===== config.mk =====
export PLATFORM = sky130hd
export DESIGN_NAME = rf_wb_arbiter
export DESIGN_NICKNAME = d
export VERILOG_FILES = /design/src/rtl/rf_wb_arbiter.sv
export SDC_FILE = /design/constraint.sdc
export NUM_CORES = 1
export LEC_CHECK = 0
export CAP_MARGIN = 25
export CORE_UTILIZATION = 44
export DETAILED_ROUTE_END_ITERATION = 10
export MAX_ROUTING_LAYER = met4
export PLACE_DENSITY = 0.94
export SYNTH_ARGS = -nofsm -noshare
export SYNTH_HDL_FRONTEND = slang
export SYNTH_SLANG_ARGS = --single-unit
export TNS_END_PERCENT = 10

===== constraint.sdc =====
create_clock -name clk -period 2.85 [get_ports clk]
set_clock_uncertainty 0.05 [all_clocks]
set_input_delay 0.4275 -clock clk [delete_from_list [all_inputs] [get_ports clk]]
set_output_delay 0.4275 -clock clk [all_outputs]
set_load 0.02 [all_outputs]

===== src/rtl/rf_wb_arbiter.sv =====
// Round-robin writeback arbiter for the register file write port,
// with a pending-write scoreboard for issue-stage hazard lookup.
//
// Ports:
//   clk, reset (sync, active-low)
//   req_valid/req_ready[2:0]  : 0=ALU 1=LSU 2=debug handshakes
//   req_addrN/req_dataN       : per-requester destination and data
//   rg_wrt_en/addr/data       : registered register file write port
//   sb_set_en/sb_set_addr     : issue marks a register pending
//   rs1/rs2_addr -> rs1/rs2_busy : combinational scoreboard lookup
//   sb_err                    : set hit an already-pending register
module rf_wb_arbiter #(
  parameter int ADDR_W   = 5,
  parameter int DATA_W   = 32,
  parameter int NUM_REGS = 32
) (
  input  logic              clk,
  input  logic              reset,
  input  logic [2:0]        req_valid,
  output logic [2:0]        req_ready,
  input  logic [ADDR_W-1:0] req_addr0,
  input  logic [ADDR_W-1:0] req_addr1,
  input  logic [ADDR_W-1:0] req_addr2,
  input  logic [DATA_W-1:0] req_data0,
  input  logic [DATA_W-1:0] req_data1,
  input  logic [DATA_W-1:0] req_data2,
  output logic              rg_wrt_en,
  output logic [ADDR_W-1:0] rg_wrt_addr,
  output logic [DATA_W-1:0] rg_wrt_data,
  input  logic              sb_set_en,
  input  logic [ADDR_W-1:0] sb_set_addr,
  input  logic [ADDR_W-1:0] rs1_addr,
  input  logic [ADDR_W-1:0] rs2_addr,
  output logic              rs1_busy,
  output logic              rs2_busy,
  output logic              sb_err
);

  logic [1:0]          rr_ptr;
  logic [1:0]          ptr_nxt;
  logic                hs;
  logic [ADDR_W-1:0]   win_addr;
  logic [DATA_W-1:0]   win_data;
  logic [NUM_REGS-1:0] busy;
  logic [NUM_REGS-1:0] busy_nxt;
  logic                set_ok;
  logic                err_nxt;

  // Priority rotates with rr_ptr; grants are suppressed in reset.
  always_comb begin
    req_ready = 3'b000;
    if (reset) begin
      case (rr_ptr)
        2'd0: begin
          if (req_valid[0])      req_ready = 3'b001;
          else if (req_valid[1]) req_ready = 3'b010;
          else if (req_valid[2]) req_ready = 3'b100;
        end
        2'd1: begin
          if (req_valid[1])      req_ready = 3'b010;
          else if (req_valid[2]) req_ready = 3'b100;
          else if (req_valid[0]) req_ready = 3'b001;
        end
        2'd2: begin
          if (req_valid[2])      req_ready = 3'b100;
          else if (req_valid[0]) req_ready = 3'b001;
          else if (req_valid[1]) req_ready = 3'b010;
        end
        default: req_ready = 3'b000;
      endcase
    end
  end

  assign hs = |req_ready;

  always_comb begin
    win_addr = req_addr0;
    win_data = req_data0;
    ptr_nxt  = 2'd1;
    unique case (1'b1)
      req_ready[1]: begin
        win_addr = req_addr1;
        win_data = req_data1;
        ptr_nxt  = 2'd2;
      end
      req_ready[2]: begin
        win_addr = req_addr2;
        win_data = req_data2;
        ptr_nxt  = 2'd0;
      end
      default: ;
    endcase
  end

  // Clear lands on the commit edge; a same-edge set re-marks the bit.
  assign set_ok = sb_set_en && (sb_set_addr != '0);

  always_comb begin
    busy_nxt = busy;
    if (rg_wrt_en) busy_nxt[rg_wrt_addr] = 1'b0;
    if (set_ok)    busy_nxt[sb_set_addr] = 1'b1;
    busy_nxt[0] = 1'b0;
  end

  assign err_nxt = set_ok && busy[sb_set_addr] &&
                   !(rg_wrt_en && (rg_wrt_addr == sb_set_addr));

  always_ff @(posedge clk) begin
    if (!reset) begin
      rr_ptr      <= 2'd0;
      rg_wrt_en   <= 1'b0;
      rg_wrt_addr <= '0;
      rg_wrt_data <= '0;
      busy        <= '0;
      sb_err      <= 1'b0;
    end else begin
      if (hs) begin
        rr_ptr      <= ptr_nxt;
        rg_wrt_addr <= win_addr;
        rg_wrt_data <= win_data;
      end
      // Writes to x0 complete the handshake but never reach the file.
      rg_wrt_en <= hs && (win_addr != '0);
      busy      <= busy_nxt;
      sb_err    <= err_nxt;
    end
  end

  assign rs1_busy = busy[rs1_addr];
  assign rs2_busy = busy[rs2_addr];

endmodule


==> results.json <==
{
  "whs_path_depth": 1,
  "grt_pass1_wl_um": 24690,
  "clock.fmax_mhz": 356.0,
  "slew_violations": 0,
  "layout_commonest_cell": "clkdlybuf4s50_1",
  "post-route-period-util_pct": 98.55,
  "maxCapViolations": 0,
  "fill_cells": 660,
  "hold_viol_final": 0,
  "area_growth_syn_to_layout_pct": 52.80,
  "synth_edf_count": 0,
  "num_rows": 35,
  "worstPathMaxFanout": 4,
  "die_h_um": 100.5,
  "ys_async_sr_fraction_pct": 0,
  "critPathArrivalTime_ps": 2330,
  "syn_inst": 458,
  "synth_area_um2": 4265,
  "syn_avg_cell_area_um2": 9.313,
  "htree_num_levels": 3,
  "startpoint_type": "input port",
  "setup_viol_count_final": 0,
  "dp_slack_ps": -514.6,
  "post-cts-setup-buffers": 0,
  "p_clk_share_pct": 28.4,
  "post-dp-hpwl_um": 11890,
  "clk_path_buf_depth": 2,
  "slew_headroom_pct": 53.08,
  "multi_input_area_um2": 2633,
  "clkLatencyLatePin_ps": 350,
  "p_sw_mw": 0.9186,
  "rsz0062_at_grt": "no",
  "combPwrFrac_pct": 31.4,
  "cts_buffers": 9,
  "routed.top_layer": "met4",
  "drtPass1Iterations": 5,
  "seqCellArea_um2": 1441,
  "rrSetupSlack_ps": 680,
  "dieArea_um2": 10090,
  "met2_length_um": 8100,
  "ant_nets": 0,
  "vias": 4895,
  "first_iter_violations": 381,
  "grt_start_max_net_pins": 44,
  "ios": 176,
  "cts_hold_buffers": 0,
  "cp-end-kind": "output port",
  "clkSlewWorstSetupHoldPaths_ps": 80,
  "ys_types": 43,
  "synth_ff_type": "dfxtp_1",
  "grt_pass1_vias": 4906,
  "drt-met1-wl_um": 5813,
  "via_per_inst": 6.449,
  "power_mw": 2.901,
  "wl_per_cell_um": 21.36,
  "status": "finished, final reports clean",
  "r2r_cells": 7,
  "critical_path_required_ps": 2370,
  "leakagePower_nw": 2.564,
  "seqPwrFrac_pct": 40.2,
  "timing_worst_slew_pin_value_ps": 703.9,
  "initial_utilization_pct": 45.73,
  "dr_wl_met3_um": 1545,
  "grt_antenna_before_repair": 0,
  "holdCritPathClass": "reg -> reg",
  "mostFrequentLayoutCells": "clkdlybuf4s50_1 (168), dfxtp_1 (72), o21ai_0 (60), nor2_1 (43)",
  "setup_slack_ps": 41.36,
  "die_x_um": 100.5,
  "antenna_cells": 0,
  "internal_power_mw": 1.982,
  "ir_drop_uv": 257.2,
  "core_um2": 9328,
  "final_nets": 757,
  "route.detailed.drc": 0,
  "cts_root_buffer": "clkbuf_8",
  "min_period_ps": 2809,
  "gp_congestion": 0.9664,
  "synth_warnings": 0,
  "cts_tree": "done",
  "routed_wl_um": 16210,
  "grt_overflow": 0,
  "seq_area_frac_synth_pct": 33.79,
  "io_buffers": 175,
  "power_per_cell_area_nw_per_um2": 445.1,
  "clock_sinks": 72,
  "syn_nets": 590,
  "crit_type": "in -> out",
  "grt_use_total_pct": 32.68,
  "post_dp_cell_area_um2": 6222,
  "switching_share_pct": 31.67,
  "drive_above_1_share_pct": 13.33,
  "design_area_um2": 6518,
  "ys_ff_latch": 72
}
==> per-stage QoR <==
step / std cells / util, % / TNS, ps / hold slack [ps]
2_1_floorplan: 458 / - / 0 / 416.7
3_3_place_gp: 739 / 66.71 / -924.0 / 431.0
3_5_place_dp: 739 / 66.71 / -1262 / 434.7
4_1_cts: 757 / 69.40 / 0 / 453.0
5_1_grt: 759 / 69.87 / 0 / 475.4
6_report: 759 / 69.87 / 0 / 449.1
==> critical path: stages <==
cell and delay (ps):
clkdlybuf4s15_1 250, bufbuf_16 280, mux4_2 470, mux4_2 460
mux2_2 280, buf_2 160
==> metal layers <==
layer | vias to the layer above | global-route usage, %
met5 | - | -
met4 | 0 | 16.05
met3 | 62 | 6.241
met2 | 343 | 54.95
met1 | 2347 | 37.40
li1 | 2143 | -
==> timing repair <==
item | 4_1_cts | 5_1_grt
resized for setup | 11 | 7
cloned | 2 | 0
endpoints found under the setup margin | 2 | 2
==> registers in the layout, indices dropped and copies added (netlist names) <==
register / cells
rr_ptr: 2
busy: 31
sb_err: 1
rg_wrt_data: 32
rg_wrt_en: 1
rg_wrt_addr: 5
==> area by class of cell <==
cell class	count	share of cell area (%)
clock buffers	11	2.169
inverters	4	0.2304
multi-input cells	334	40.39
clock inverters	5	0.8639
flip-flops and latches	72	22.12
repair buffers	204	31.75
well taps	129	2.476
==> cells by family (layout without fill, tap and decap cells) <==
kind of cell / count (synthesis) / in the layout / share of synthesized area [%]
AO/OA/AOI/OAI: 188 / 188 / 32.56
AND/OR/NAND/NOR: 111 / 111 / 13.00
flip-flops: 72 / 72 / 33.79
buffers and inverters: 52 / 224 / 5.104
multiplexers: 30 / 30 / 14.52
XOR/XNOR: 5 / 5 / 1.027
==> power by group through the flow <==
| stage | combinational (mW) | sequential, mW | clock (mW) |
|---|---|---|---|
| 6_report | 0.910 | 1.17 | 0.825 |
| 5_1_grt | 0.959 | 1.17 | 0.888 |
| 2_1_floorplan | 0.354 | 1.23 | 0 |
| 4_1_cts | 0.884 | 1.16 | 0.835 |
| 3_5_place_dp | 0.870 | 1.18 | 0 |
| 3_3_place_gp | 0.844 | 1.18 | 0 |
==> final timing paths <==
check	startpoint	endpoint
hold reg to reg	rg_wrt_data[6]	rg_wrt_data[6]
setup / recovery	rs2_addr[0]	rs2_busy
hold / removal	rg_wrt_data[6]	rg_wrt_data[6]
setup reg to reg	rr_ptr[1]	rg_wrt_addr[3]
==> synthesized netlist by cell type, drive strengths merged (3+ instances only) <==
master | n | area (um2)
a211oi | 4 | 30.03
a21oi | 14 | 70.07
a32o | 13 | 130.1
a32oi | 32 | 280.3
buf | 16 | 81.32
clkbuf | 32 | 121.4
dfxtp | 72 | 1441
inv | 4 | 15.01
mux2 | 5 | 56.30
mux4 | 25 | 563.0
nand2 | 16 | 60.06
nand2b | 7 | 43.79
nand3 | 11 | 55.05
nand3b | 6 | 45.04
nand4 | 3 | 18.77
nor2 | 43 | 161.4
nor2b | 6 | 37.54
nor3b | 6 | 45.04
o211a | 32 | 320.3
o211ai | 23 | 182.7
o21ai | 62 | 310.3
xor2 | 4 | 35.03
No activity file was read; power rests on OpenSTA's default activity.
